$ cat config.mk
export PLATFORM = sky130hd
export DESIGN_NAME = seq_detect_param
export DESIGN_NICKNAME = d
export VERILOG_FILES = /design/src/rtl/seq_detect_param.sv
export SDC_FILE = /design/constraint.sdc
export NUM_CORES = 1
export LEC_CHECK = 0
export BUFFER_PORTS_ARGS = -buffer_cell sky130_fd_sc_hd__buf_2
export CORE_AREA = 2 2 45 47
export DETAILED_ROUTE_END_ITERATION = 12
export DIE_AREA = 0 0 47 49
export PLACE_DENSITY = 0.37
export SLEW_MARGIN = 20
export SYNTH_ARGS = -nofsm -noshare
export SYNTH_HDL_FRONTEND = slang
export SYNTH_SLANG_ARGS = --single-unit
$ cat constraint.sdc
create_clock -name clk -period 1.8 [get_ports clk]
set_input_delay 0.36 -clock clk [delete_from_list [all_inputs] [get_ports clk]]
set_output_delay 0.36 -clock clk [all_outputs]
set_load 0.05 [all_outputs]
$ cat src/rtl/seq_detect_param.sv
// seq_detect_param: serial pattern detector with per-bit don't-care mask, grouped or sliding windows.
// Optional saturating match counter enabled by defining SEQ_DET_CNT_EN.
module seq_detect_param #(
    parameter int                 SEQ_LEN = 6,
    parameter logic [SEQ_LEN-1:0] PATTERN = 6'b011100,
    parameter logic [SEQ_LEN-1:0] MASK    = 6'b111111,
    parameter int                 MODE    = 0,
    parameter int                 CNT_W   = 8
) (
    input  logic             clk,
    input  logic             rst_n,
    input  logic             sync_clr,
    input  logic             data_valid,
    input  logic             data,
    output logic             match,
    output logic             not_match
`ifdef SEQ_DET_CNT_EN
    ,
    output logic [CNT_W-1:0] match_cnt
`endif
);
    localparam int CW = $clog2(SEQ_LEN);

    generate
        if (SEQ_LEN < 2 || SEQ_LEN > 32 || CNT_W < 1) begin : g_param_check
            $fatal(1, "seq_detect_param: SEQ_LEN must be 2..32 and CNT_W positive");
        end
    endgenerate

    logic [SEQ_LEN-2:0] sr;
    logic [CW-1:0]      cnt;
    logic [SEQ_LEN-1:0] w;
    logic               last;
    logic               hit;
    logic               eval;

    // window, evaluation and the qualifying condition for a verdict this cycle
    always_comb begin
        w    = {sr, data};
        last = cnt == CW'(SEQ_LEN - 1);
        hit  = ((w ^ PATTERN) & MASK) == '0;
        eval = data_valid && !sync_clr && last;
    end

    // shift register, bit counter (wraps in grouped mode, saturates in sliding) and verdict pulses
    always_ff @(posedge clk or negedge rst_n) begin
        if (!rst_n) begin
            sr        <= '0;
            cnt       <= '0;
            match     <= 1'b0;
            not_match <= 1'b0;
        end else if (sync_clr) begin
            sr        <= '0;
            cnt       <= '0;
            match     <= 1'b0;
            not_match <= 1'b0;
        end else begin
            match     <= eval && hit;
            not_match <= eval && !hit;
            if (data_valid) begin
                sr  <= w[SEQ_LEN-2:0];
                cnt <= last ? (MODE != 0 ? cnt : '0) : cnt + CW'(1);
            end
        end
    end

`ifdef SEQ_DET_CNT_EN
    // saturating count of match pulses, bumped on the same edge that raises match
    always_ff @(posedge clk or negedge rst_n) begin
        if (!rst_n)
            match_cnt <= '0;
        else if (sync_clr)
            match_cnt <= '0;
        else if (eval && hit && !(&match_cnt))
            match_cnt <= match_cnt + CNT_W'(1);
    end
`endif

endmodule

==> results.txt <==
* Worst-Margin Slew: 0.249 ns
- Final hold violations: 0
* CP Capture Type: register
* Maximum frequency from static timing analysis: 0.803 GHz
- Dividing the detail-routed via count by the number of cells gives 4.03.
* Top-level I/O count: 7
- GRT Util Overall: 8.40%
- Minimum clock period: 1.24 ns
* Biggest fanout along the worst timing path: 3
* Core ar.: 0.00184 sq mm
- The worst-case IR drop observed on VDD is 0.232 mV.
* Power Density: 799 mW/mm^2
- Once detail routing completed, the nets flagged for antenna violations numbered 0.
* Hold-fix buffer count after cts: 1
* TritonCTS clock tree: done
- Worst-case reg-to-reg path depth: 3
- Adding up every negative setup slack in the final design gives 0 ns.
* Hold Crit Start: data
- The min-delay analysis places its worst path in the category in2reg.
- The longest clock path from root to sink contains 2 buffers.
- Cts repair resizes: 0
- The number of antenna violations at the first check in global routing was 0.
- In this run the clock root is driven by a clkbuf_4.
- The highest layer touched by signal routing is met3.
* Final total power: 0.420 mW
- Clock tree synthesis inserted a total of 3 buffers.
- Counting every instance in the synthesized netlist gives 36.
* Die outline width: 47 um
- Via Count: 290
* Run status: complete, no violations
- Type of the worst setup path: reg2reg
- The synthesized design devotes to its leading area cell type 57.3% of total area.
- Setup repair after global routing missed its margin: false
- Crit path required time: 1.97 ns
- The clock arrives with 0.00324 ns of skew.
* Worst stage delay on the critical path: 0.52 ns
- The number of antenna diodes in the final layout is 0.
* NumNets Final: 52
- Crit path max-delay cell type: or4b_4
- The die is 49 um tall.
* Flop2flop setup slack: 0.56 ns
- Length of routed met3 wiring: 32 um
- Net Count, Synth: 41
- Max-cap violations in this run came to 0.
* Dominant cells by area after synthesis: dfrtp_1 57%, mux2i_1 14%, nor2_1 7.7%
* Worst R2R Start: cnt[0]$_DFFE_PN0P_
- The count of buffers added on input and output ports is 6.
* Unique masters post-synth: 13
- For this block, the initial DRC count from the detailed router was 3.
- # setup viols final: 0
- The first global-routing pass estimated 1300 um of wire.
* First-pass detailed-route iteration total: 2
- Clock-pin slew on the worst setup and hold paths: 0.06 ns
- Worst Hold Depth: 2
- The Yosys step of the flow raised 0 warnings.
- Relative to the synthesized area, the layout overhead comes to 20.3%.
- Worst hold endpoint: match$_DFF_PN0_
* Detailed route wirelength on metal2: 370 um
* Worst relative slew slack: 83.5%
- Worst Path Arrival: 1.41 ns
* Max Transition Viols Final: 0
- Global placement routability congestion: 0.696
- Die Footprint: 0.00230 sq mm
* Vias in the first global route: 286
- Area of the mapped netlist: 437 sq um
* H-tree levels: 1
- Total gr overflow: 0
* Most area-hungry cell type in the Yosys netlist: dfrtp_1
* Smallest hold slack: 0.300 ns
- Synth Area per Inst: 12.1 sq um
- The clock reaches the later pin of the worst-skew pair after 0.26 ns.
* Total DRC errors in the routed layout: 0
- Final period utilization: 69.2%
* Worst flop-to-flop path endpoint: match$_DFF_PN0_
* Cells along the critical path: nand2_4, or4b_4, nor4_2
- Summed over all cells, the static leakage comes to 0.259 nW.
- After detailed routing, the wire length on met1 is 370 um.
* Fraction of the yosys area taken by sequential cells: 57.3%
* Clock sink total: 10
- Wire length after detailed routing: 772 um
- Dividing the detail-routed wire length by the instance count gives 10.7 um.
- Standard-cell row count: 16
* Share of layout cells above drive strength 1: 28.9%
- In this run, synthesis produced a sequential element count of 10.
- The initial utilization of the core area, before any placement, comes to 23.7%.
- Startpoint type of the worst setup path: register
- Number of buffers inserted to repair setup after CTS: 0
- Entering global routing, the biggest net connects 11 pins.
## where the power goes
group / leakage [nW] / switching, mW / internal (mW) / total [mW]
Combinational: 0.108 / 0.0197 / 0.0167 / 0.0365
Sequential: 0.137 / 0.00747 / 0.232 / 0.239
Clock: 0.0138 / 0.0677 / 0.0768 / 0.145
Total: 0.259 / 0.0949 / 0.325 / 0.420
## cell type report
class / count / area, sq um
Clock buffer: 3 / 22.5
Fill cell: 207 / 1320
Multi-Input combinational cell: 24 / 171
Sequential cell: 10 / 250
Tap cell: 27 / 33.8
Timing Repair Buffer: 8 / 47.5
## worst max-delay path by stage
stage                             from              end
finish              cnt[0]$_DFFE_PN0P_  match$_DFF_PN0_
global route        cnt[0]$_DFFE_PN0P_  match$_DFF_PN0_
CTS                 cnt[0]$_DFFE_PN0P_  match$_DFF_PN0_
detailed placement            sync_clr  match$_DFF_PN0_
global placement              sync_clr  match$_DFF_PN0_
floorplan                     sync_clr  match$_DFF_PN0_
## per-stage QoR
step / setup slack [ns] / util (%) / instance area (sq um) / std cells
6_report: 0.555 / 28.5 / 526 / 72
5_1_grt: 0.480 / 28.5 / 526 / 72
4_1_cts: 0.526 / 28.5 / 526 / 72
3_5_place_dp: 0.489 / 26.8 / 493 / 68
3_3_place_gp: 0.510 / 26.8 / 493 / 68
2_1_floorplan: 0.512 / - / 437 / 36
## kinds of logic after synthesis
logic type / Yosys count / synth area share, %
flip-flops: 10 / 57.3
XOR/XNOR: 1 / 2.01
buffers and inverters: 2 / 3.44
AO/OA/AOI/OAI: 1 / 1.15
multiplexers: 6 / 13.8
AND/OR/NAND/NOR: 16 / 22.3
## state kept, by name, indices dropped and copies added (netlist names)
| signal | count |
|---|---|
| sr | 5 |
| cnt | 3 |
| match | 1 |
| not_match | 1 |
## metal layers
layer / vias up / track usage, %
li1: 143 / -
met1: 140 / 11.1
met2: 7 / 10.3
met3: 0 / 3.33
met4: 0 / 6.94
met5: - / 0
## cell usage after synthesis
cell type  number
nor2_1          9
nand2_4         1
mux2i_1         6
or4b_4          1
nor4_2          1
xnor2_1         1
nand4b_1        2
a21oi_1         1
dfrtp_1        10
nor3_1          1
clkbuf_1        1
buf_6           1
nand2_1         1
## cells in the final DEF, fill, tap and decap left out
cell | synthesis | routed
clkbuf_4 | 0 | 3
dlygate4sd3_1 | 0 | 1
nand2_1 | 1 | 1
or4b_4 | 1 | 1
a21oi_1 | 1 | 1
nand4b_1 | 2 | 2
nor2_1 | 9 | 9
mux2i_1 | 6 | 6
dfrtp_1 | 10 | 10
nor4_2 | 1 | 1
nand2_4 | 1 | 1
xnor2_1 | 1 | 1
nor3_1 | 1 | 1
buf_2 | 0 | 6
buf_4 | 0 | 1
## worst max-delay path: cells and delay by family, from the launching register on
| kind | cells | cell delay, ns |
|---|---|---|
| flops | 1 | 0.43 |
| simple gates | 3 | 0.73 |
Note: power is estimated with default switching activity, not from simulation.
